--- src/rtl/quickq_pkg.sv ---
// Shared QuickQ definitions used by the node store and the node control FSM.
package quickq_pkg;

   typedef enum logic [2:0] {
      MODE_FILL     = 3'b000,
      MODE_CNT_INC  = 3'b001,
      MODE_LOCATE   = 3'b010,
      MODE_FILL_DEQ = 3'b011,
      MODE_CNT_DEC  = 3'b100,
      MODE_IDLE     = 3'b101
   } mode_t;

   typedef enum logic [1:0] {
      SEL_DIN   = 2'b00,
      SEL_ROUTE = 2'b01,
      SEL_ONES  = 2'b10,
      SEL_HOLD  = 2'b11
   } mux_sel_t;

   typedef enum logic [2:0] {
      SW_INIT,
      SW_IDLE,
      SW_CAP,
      SW_COMMIT,
      SW_HOLD
   } swap_state_t;

   // Empty slots hold all-ones so they sort after every real key.
   localparam logic        EMPTY_KEY_BIT = 1'b1;
   localparam logic [31:0] EMPTY_KEY     = 32'hFFFF_FFFF;

endpackage

--- src/rtl/quickq_node_mem.sv ---
// Node key array: one registered read port, one write port, two combinational peeks.
// With QUICKQ_INIT_SWEEP_EN the array has no reset and a sweep counter clears it after rst.
module quickq_node_mem
   import quickq_pkg::*;
#(
   parameter int DEPTH = 8,
   parameter int DW    = 32,
   parameter int AW    = $clog2(DEPTH)
) (
   input  logic          clk,
   input  logic          rst,
`ifdef QUICKQ_INIT_SWEEP_EN
   input  logic          sweep,
   output logic          sweep_last,
`endif
   input  logic [AW-1:0] rd_addr,
   output logic [DW-1:0] rd_q,
   input  logic          wr_en,
   input  logic [AW-1:0] wr_addr,
   input  logic [DW-1:0] wr_data,
   input  logic [AW-1:0] cap_addr,
   output logic [DW-1:0] cap_data,
   input  logic [AW-1:0] loc_addr,
   output logic [DW-1:0] loc_data
);

   localparam logic [DW-1:0] KEY_EMPTY = {DW{EMPTY_KEY_BIT}};

   logic [DW-1:0] mem [DEPTH];
   logic          we_eff;
   logic [AW-1:0] wa;
   logic [DW-1:0] wd;

`ifdef QUICKQ_INIT_SWEEP_EN
   logic [AW-1:0] sweep_idx;

   always_ff @(posedge clk) begin
      if (rst)
         sweep_idx <= '0;
      else if (sweep)
         sweep_idx <= sweep_idx + 1'b1;
   end

   assign sweep_last = sweep && (sweep_idx == AW'(DEPTH - 1));

   always_comb begin
      we_eff = (sweep || wr_en) && !rst;
      wa     = sweep ? sweep_idx : wr_addr;
      wd     = sweep ? KEY_EMPTY : wr_data;
   end

   always_ff @(posedge clk) begin
      if (we_eff)
         mem[wa] <= wd;
   end
`else
   always_comb begin
      we_eff = wr_en && !rst;
      wa     = wr_addr;
      wd     = wr_data;
   end

   always_ff @(posedge clk) begin
      if (rst) begin
         for (int i = 0; i < DEPTH; i++)
            mem[i] <= KEY_EMPTY;
      end else if (we_eff) begin
         mem[wa] <= wd;
      end
   end
`endif

   // Write-first: a committed swap shows on rd_q in the very next cycle.
   always_ff @(posedge clk) begin
      if (rst)
         rd_q <= KEY_EMPTY;
      else if (we_eff && (wa == rd_addr))
         rd_q <= wd;
      else
         rd_q <= mem[rd_addr];
   end

   assign cap_data = mem[cap_addr];
   assign loc_data = mem[loc_addr];

endmodule

--- src/rtl/quickq_node_store.sv ---
// QuickQ node storage responder: key array, temp register, occupancy count, compare/swap.
// Optional build macro: QUICKQ_INIT_SWEEP_EN (clear the array by a post-reset sweep).
module quickq_node_store
   import quickq_pkg::*;
#(
   parameter int DEPTH = 8,
   parameter int DW    = 32
) (
   input  logic          clk,
   input  logic          rst,
   input  logic          re,
   input  logic          we,
   input  logic [31:0]   rd_addr,
   input  logic [31:0]   wr_addr,
   input  logic [2:0]    mode,
   input  logic [1:0]    mux1_sel,
   input  logic [DW-1:0] din,
   input  logic [DW-1:0] route_data,
   output logic          result,
   output logic          swap_done,
   output logic          full,
   output logic          empty,
   output logic [31:0]   last_addr,
   output logic [DW-1:0] dout,
   output logic          dout_valid,
   output logic          ready
);

   localparam int            AW        = $clog2(DEPTH);
   localparam logic [AW:0]   CNT_FULL  = (AW + 1)'(DEPTH);
   localparam logic [DW-1:0] KEY_EMPTY = {DW{EMPTY_KEY_BIT}};
`ifdef QUICKQ_INIT_SWEEP_EN
   localparam swap_state_t   RST_STATE = SW_INIT;
`else
   localparam swap_state_t   RST_STATE = SW_IDLE;
`endif

   swap_state_t   state, state_n;
   logic [2:0]    mode_q;
   logic [DW-1:0] temp_q, old_q, rd_q, cap_data, loc_data, fill_data;
   logic [AW:0]   count, cnt_m1;
   logic          entry, fill_en, commit, sweep_last;
   logic          unused_bits;

   assign unused_bits = ^{re, rd_addr[31:AW], wr_addr[31:AW]};

   quickq_node_mem #(.DEPTH(DEPTH), .DW(DW), .AW(AW)) u_mem (
      .clk      (clk),
      .rst      (rst),
`ifdef QUICKQ_INIT_SWEEP_EN
      .sweep    (state == SW_INIT),
      .sweep_last(sweep_last),
`endif
      .rd_addr  (rd_addr[AW-1:0]),
      .rd_q     (rd_q),
      .wr_en    (commit),
      .wr_addr  (wr_addr[AW-1:0]),
      .wr_data  (temp_q),
      .cap_addr (wr_addr[AW-1:0]),
      .cap_data (cap_data),
      .loc_addr (cnt_m1[AW-1:0]),
      .loc_data (loc_data)
   );

`ifndef QUICKQ_INIT_SWEEP_EN
   assign sweep_last = 1'b0;
`endif

   assign ready     = (state != SW_INIT);
   assign entry     = ready && (mode != mode_q);
   assign result    = temp_q < rd_q;
   assign full      = (count == CNT_FULL);
   assign empty     = (count == '0);
   assign cnt_m1    = count - 1'b1;
   assign last_addr = empty ? 32'd0 : {{(32 - AW - 1){1'b0}}, cnt_m1};

   // The swap owns temp_q while it is capturing or committing.
   assign fill_en = ready && (mode == MODE_FILL || mode == MODE_FILL_DEQ)
                    && (state != SW_CAP) && (state != SW_COMMIT);

   always_comb begin
      fill_data = temp_q;
      case (mux_sel_t'(mux1_sel))
         SEL_DIN:   fill_data = din;
         SEL_ROUTE: fill_data = route_data;
         SEL_ONES:  fill_data = KEY_EMPTY;
         default:   fill_data = temp_q;
      endcase
   end

   always_comb begin
      state_n   = state;
      swap_done = 1'b0;
      commit    = 1'b0;
      case (state)
         SW_INIT:   if (sweep_last) state_n = SW_IDLE;
         SW_IDLE:   if (we) state_n = SW_CAP;
         SW_CAP:    state_n = SW_COMMIT;
         SW_COMMIT: begin
            commit    = 1'b1;
            swap_done = 1'b1;
            state_n   = SW_HOLD;
         end
         SW_HOLD:   if (!we) state_n = SW_IDLE;
         default:   state_n = SW_IDLE;
      endcase
   end

   always_ff @(posedge clk) begin
      if (rst)
         state <= RST_STATE;
      else
         state <= state_n;
   end

   always_ff @(posedge clk) begin
      if (rst) begin
         mode_q     <= MODE_IDLE;
         count      <= '0;
         temp_q     <= KEY_EMPTY;
         dout       <= '0;
         dout_valid <= 1'b0;
      end else begin
         mode_q     <= mode;
         dout_valid <= 1'b0;
         if (commit)
            temp_q <= old_q;
         else if (fill_en)
            temp_q <= fill_data;
         if (entry && mode == MODE_CNT_INC && !full)
            count <= count + 1'b1;
         else if (entry && mode == MODE_CNT_DEC && !empty)
            count <= count - 1'b1;
         if (entry && mode == MODE_LOCATE && !empty) begin
            dout       <= loc_data;
            dout_valid <= 1'b1;
         end
      end
   end

   // Displaced key; only meaningful between CAP and COMMIT, so it needs no reset.
   always_ff @(posedge clk) begin
      if (state == SW_CAP)
         old_q <= cap_data;
   end

endmodule
--- config.mk ---
export PLATFORM = sky130hd
export DESIGN_NAME = quickq_node_store
export DESIGN_NICKNAME = d
export VERILOG_FILES = /design/src/rtl/quickq_pkg.sv /design/src/rtl/quickq_node_mem.sv /design/src/rtl/quickq_node_store.sv
export SDC_FILE = /design/constraint.sdc
export NUM_CORES = 1
export LEC_CHECK = 0
export ABC_AREA = 1
export CAP_MARGIN = 20
export CORE_UTILIZATION = 33
export DETAILED_ROUTE_END_ITERATION = 10
export PLACE_DENSITY = 0.61
export SLEW_MARGIN = 20
export SYNTH_ARGS = -nofsm -noshare
export SYNTH_HDL_FRONTEND = slang
export SYNTH_SLANG_ARGS = --single-unit
--- constraint.sdc ---
create_clock -name clk -period 4.03 [get_ports clk]
set_clock_uncertainty 0.1 [all_clocks]
set_input_delay 0.806 -clock clk [delete_from_list [all_inputs] [get_ports clk]]
set_output_delay 0.806 -clock clk [all_outputs]
set_load 0.005 [all_outputs]
Word level (Yosys, flattened, before mapping)
Memories as Yosys holds them, arrays and structs flattened. A register that Yosys moved wholly into a read port is not among the register bits.
Cells that the tools add are included.
Word-level totals
  input bits: 137
  memory bits (writable): 256
  output and inout bits: 70
  memories: 1
  flip-flop bits (word level): 43
  logic and storage cells: 71
Cells by class
  eq/ne operators: 16
  add/subtract/negate cells: 2
  $lt $le $gt $ge: 1
  reductions and logical operators: 26
  bitwise operators: 1
  multiplexer cells: 19
Memories
  u_mem.mem: depth 8, width 32, read ports 3, clocked after Yosys merged registers in 3, wr ports 8, line quickq_node_mem.sv:29  | logic [DW-1:0] mem [DEPTH];
Operator list (count)
  32-bit two-way mux: 3
  32-bit case mux with 3 select lines: 1
  32-bit less-than comparator: 1
  32-bit OR reduction: 1
  3-bit case mux with 5 select lines: 1
  3-bit by 2-bit == test with 1-bit output, second input constant: 4
  4-bit two-way mux: 3
  1-bit logical AND: 11
  3-bit two-way mux: 3
  1-bit two-way mux: 8
  3-bit by 1-bit == test with 1-bit output, second input constant: 2
  3-bit == test, second input constant: 2
  3-bit zero test: 2
  3-bit by 2-bit != test with 1-bit output, second input constant: 2
  4-bit by 1-bit adder with 4-bit output, second input constant: 1
  4-bit == test, second input constant: 1
  4-bit zero test: 1
  2-bit != test, second input constant: 2
  2-bit nonzero test: 2
  4-bit nonzero test: 1
  4-bit by 1-bit subtractor with 4-bit output, second input constant: 1
  1-bit zero test: 3
  3-bit != test: 1
  3-bit AND reduction: 1
  7 further kinds: 7

Longest topological paths before layout
Gate-level depths: netlist of the first run.
  word-level depth: 8
  gate-level depth with buffers: 14
  mapped depth without buffers: 11

By module
Synthesis of the first run repeated with hierarchy kept, for this count alone.
Unflattened totals
  cell total of the unflattened synthesis: 3297
  area total of the unflattened synthesis: 23884.2 µm²
Modules (own cells, without submodules)
  quickq_node_mem: area each 18014.8 µm², cells an instance 2504, instances 1, seq. area each 8328.0 µm²
  quickq_node_store: area each 5869.4 µm², cells an instance 793, instances 1, seq. area each 2462.4 µm²

Worst setup path before layout of the first run
No wires, ideal clock.
  path type: in2reg
  from: input wr_addr[0]
  to: memory u_mem.mem[4][0] (enable)
  slack: -0.228 ns
  arrival time: 3.692 ns
  cell stages on the path: 5
  data required time: 3.464 ns
  path buffers: 2
  setup time: 0.466 ns
  cell sequence: buf_2 -> inv_2 -> nand3_2 -> buf_2 -> o21ai_0
RTL lines
  from (decl): line quickq_node_store.sv:14  | input logic [31:0] wr_addr,
  to (decl): line quickq_node_mem.sv:29

Worst setup path in the final report of the first run
  from: register temp_q[1]
  to: output result
On the way
  cells in the longest elaborated chain, start to end: 1
RTL lines
  from (decl): line quickq_node_store.sv:40  | logic [DW-1:0] temp_q, old_q, rd_q, cap_data, loc_data, fill_data;
  from (signal assigned): line quickq_node_store.sv:127  | temp_q <= old_q;
  from (signal assigned): line quickq_node_store.sv:129  | temp_q <= fill_data;
  32-bit less-than comparator: line quickq_node_store.sv:71  | assign result = temp_q < rd_q;
  to (decl): line quickq_node_store.sv:19  | output logic result,
No other way between the ends.

==> results of run 1 <==
[final timing paths]
path	slack (ps)	endpoint	cells past startpoint
min reg2reg	400	temp_q[16]	2
max reg2reg	850	dout[9]	9
max	200	result	11
min	400	temp_q[16]	2
[area by class of cell]
class | count | area (µm²)
inverter | 287 | 1080
sequential | 395 | 10800
multi-input combinational | 1810 | 9190
clock inverter | 14 | 143
clock buffer | 65 | 1280
timing repair buffer | 191 | 1910
tap | 864 | 1080
fill | 6598 | 40300
[flip-flops by register name, indices dropped and copies added, names as in the netlist]
register,flops
count,4
dout,32
dout_valid,1
mode_q,3
old_q,32
state,3
temp_q,32
u_mem.mem,256
u_mem.rd_q,32
[layer usage]
metal  share of wire [%]  routed length [µm]  global-route usage (%)
met5                   0                   0                       0
met4                 3.4                2640                    9.10
met3                  11                8220                    3.75
met2                  45               35200                    35.9
met1                  41               32100                    30.5
[metrics by stage]
stage	setup slack [ps]	hold WS, ps
after global routing	67.7	417
after CTS	135	407
after floorplan	641	372
final	201	401
after detailed placement	624	390
after global placement	689	381
[report_power, final]
| group | leakage, nW | total (W) | internal, W | switching (W) |
|---|---|---|---|---|
| Clock | 0.692 | 0.00405 | 0.00238 | 0.00166 |
| Combinational | 6.02 | 0.00256 | 0.000735 | 0.00183 |
| Sequential | 2.91 | 0.00465 | 0.00452 | 0.000121 |
[logic make-up (layout without fill, tap and decap cells)]
| group | after synthesis | count (layout) | synth area share, % |
|---|---|---|---|
| fa+ha+maj | 36 | 36 | 2.06 |
| simple gates | 970 | 970 | 18.2 |
| compound gates | 769 | 769 | 20.4 |
| xor+xnor | 7 | 7 | 0.280 |
| other cells | 1 | 28 | 0.0171 |
| buf+inv | 510 | 557 | 9.84 |
| flops | 395 | 395 | 49.2 |
[Yosys cell counts]
cell	count	area share [%]
nand2_2	2	0.057
nand4_1	9	0.26
conb_1	1	0.017
o21ai_1	24	0.55
buf_1	17	0.29
inv_2	15	0.26
nand2_1	596	10
ha_1	36	2.1
o2111ai_1	16	0.64
nand3_1	176	4.0
buf_4	33	1.1
dfxtp_1	107	9.8
o21a_1	34	1.2
a211oi_1	3	0.10
o21ai_0	317	7.2
or2_1	1	0.029
buf_2	70	1.6
a22oi_1	20	0.69
clkbuf_2	1	0.023
o211ai_1	126	4.3
clkinv_1	31	0.53
a221oi_1	23	0.92
o22ai_1	8	0.23
nor2_2	10	0.29
edfxtp_1	288	39
a31oi_1	1	0.029
buf_6	4	0.21
or2_0	1	0.029
a21oi_1	196	4.5
nand3_2	8	0.37
o211a_1	1	0.046
nor2_1	157	2.7
xnor2_1	3	0.12
xor2_1	4	0.16
nor3_1	9	0.21
clkbuf_1	98	1.7
and3_1	1	0.029
inv_1	241	4.1
[worst max-delay path, delay by kind of cell, from the launching register on]
kind	cells	cell delay, ps
compound gates	1	390
flops	1	410
buf+inv	1	580
simple gates	8	710
fa+ha+maj	1	260
==> results.json, run 1 <==
{
  "status": "finished with violations",
  "violations": "design-rule violations",
  "power_density_nw_per_um2": 442,
  "io_pins": 207,
  "hpwl_um": 46700,
  "insertion_delay_ps": 570,
  "path_clk_slew_ps": 60,
  "worstReg2RegStart": "count[0]",
  "dp.cells": 3547,
  "crit_type": "reg -> out",
  "syn-cell-area_um2": 21900,
  "crit_slowest_cell": "clkdlybuf4s50_1",
  "root_buffer": "clkbuf_16",
  "worstHoldStart": "old_q[16]",
  "antenna_found_initial": 0,
  "grt_overflow": 0,
  "cts_sinks": 395,
  "final_nets": 2901,
  "wl_per_cell_um": 21.6,
  "ctsLongestPathBuffers": 3,
  "max_freq_mhz": 261,
  "yosysUniqueCellTypes": 38,
  "postCtsHoldBufs": 0,
  "p_leak_nw": 9.62,
  "slew_headroom_pct": 23.6,
  "yosys_warnings": 0,
  "post-cts-setup-buffers": 0,
  "vias": 19700,
  "stdcell_count": 3626,
  "synthToLayoutAreaGrowth_pct": 16.3,
  "setup_tns_ps": 0,
  "ys_seq_area_share_pct": 49.2,
  "cp-end-kind": "output pin",
  "cp.required_ps": 3120,
  "numCtsBuffers": 43,
  "grt_max_degree": 257,
  "synth_area_per_cell_um2": 8.15,
  "grt.total_usage_pct": 22.6,
  "portBuffers": 119,
  "drc": 1,
  "layout_commonest_cell": "nand2_1",
  "setup_viol": 0,
  "drive_gt1_share_pct": 6.70,
  "grt_pass1_vias": 18000,
  "die_y_um": 260,
  "ys_seq_elements": 395,
  "most-common-layout-cells": "nand2_1, o21ai_0, edfxtp_1",
  "cp_max_fo": 3,
  "ir_drop_uv": 267,
  "cp-start-kind": "flop",
  "placed_area_um2": 24100,
  "finalHoldViolations": 0,
  "finalPower_w": 0.0113,
  "startpoint": "temp_q[1]",
  "worst_pin_slew_ps": 1150,
  "final_max_slew_viol_count": 0,
  "initial_core_util_pct": 33.3,
  "fin_crit_sh_pct": 95.0,
  "drt_iter0_drc": 2500,
  "fin_util_pct": 38.8,
  "synthCells": 2688,
  "path_cells": "ha_1, nand2_1, nand2_1, nand2_1, nand2_1, nand2_1, nand2_1, nand2_1, nand2_1, a21oi_1, clkdlybuf4s50_1",
  "ant_nets": 0,
  "viasPerCell": 5.44,
  "die-area_um2": 67400,
  "wl_um": 78200,
  "max_stage_delay_ps": 580,
  "first_pass_iters": 9,
  "arrival_ps": 2920,
  "stdcell_area_um2": 25500,
  "cts_resized": 0,
  "path_common_cell": "nand2_1",
  "cap_violations": 0,
  "diodes": 0,
  "grt_pass1_wl_um": 114000,
  "finalCriticalPeriod_ps": 3830,
  "core-area_um2": 65700,
  "gp_congestion": 0.873,
  "holdCritPathClass": "reg -> reg",
  "die_w_um": 260,
  "rows": 94,
  "rsz0062_at_grt": "false",
  "cts_htree_levels": 2,
  "cts_tree": "built"
}
No activity file was read; power rests on OpenSTA's default activity.
==> run 2: changes to the inputs <==
--- a/config.mk
+++ b/config.mk
@@ -9,6 +9,7 @@
 export CAP_MARGIN = 20
 export CORE_UTILIZATION = 33
 export DETAILED_ROUTE_END_ITERATION = 10
+export GPL_ROUTABILITY_DRIVEN = 0
 export PLACE_DENSITY = 0.61
 export SLEW_MARGIN = 20
 export SYNTH_ARGS = -nofsm -noshare
==> results of run 2 <==
The final DEF is identical to that of run 1; final timing and power are the same.
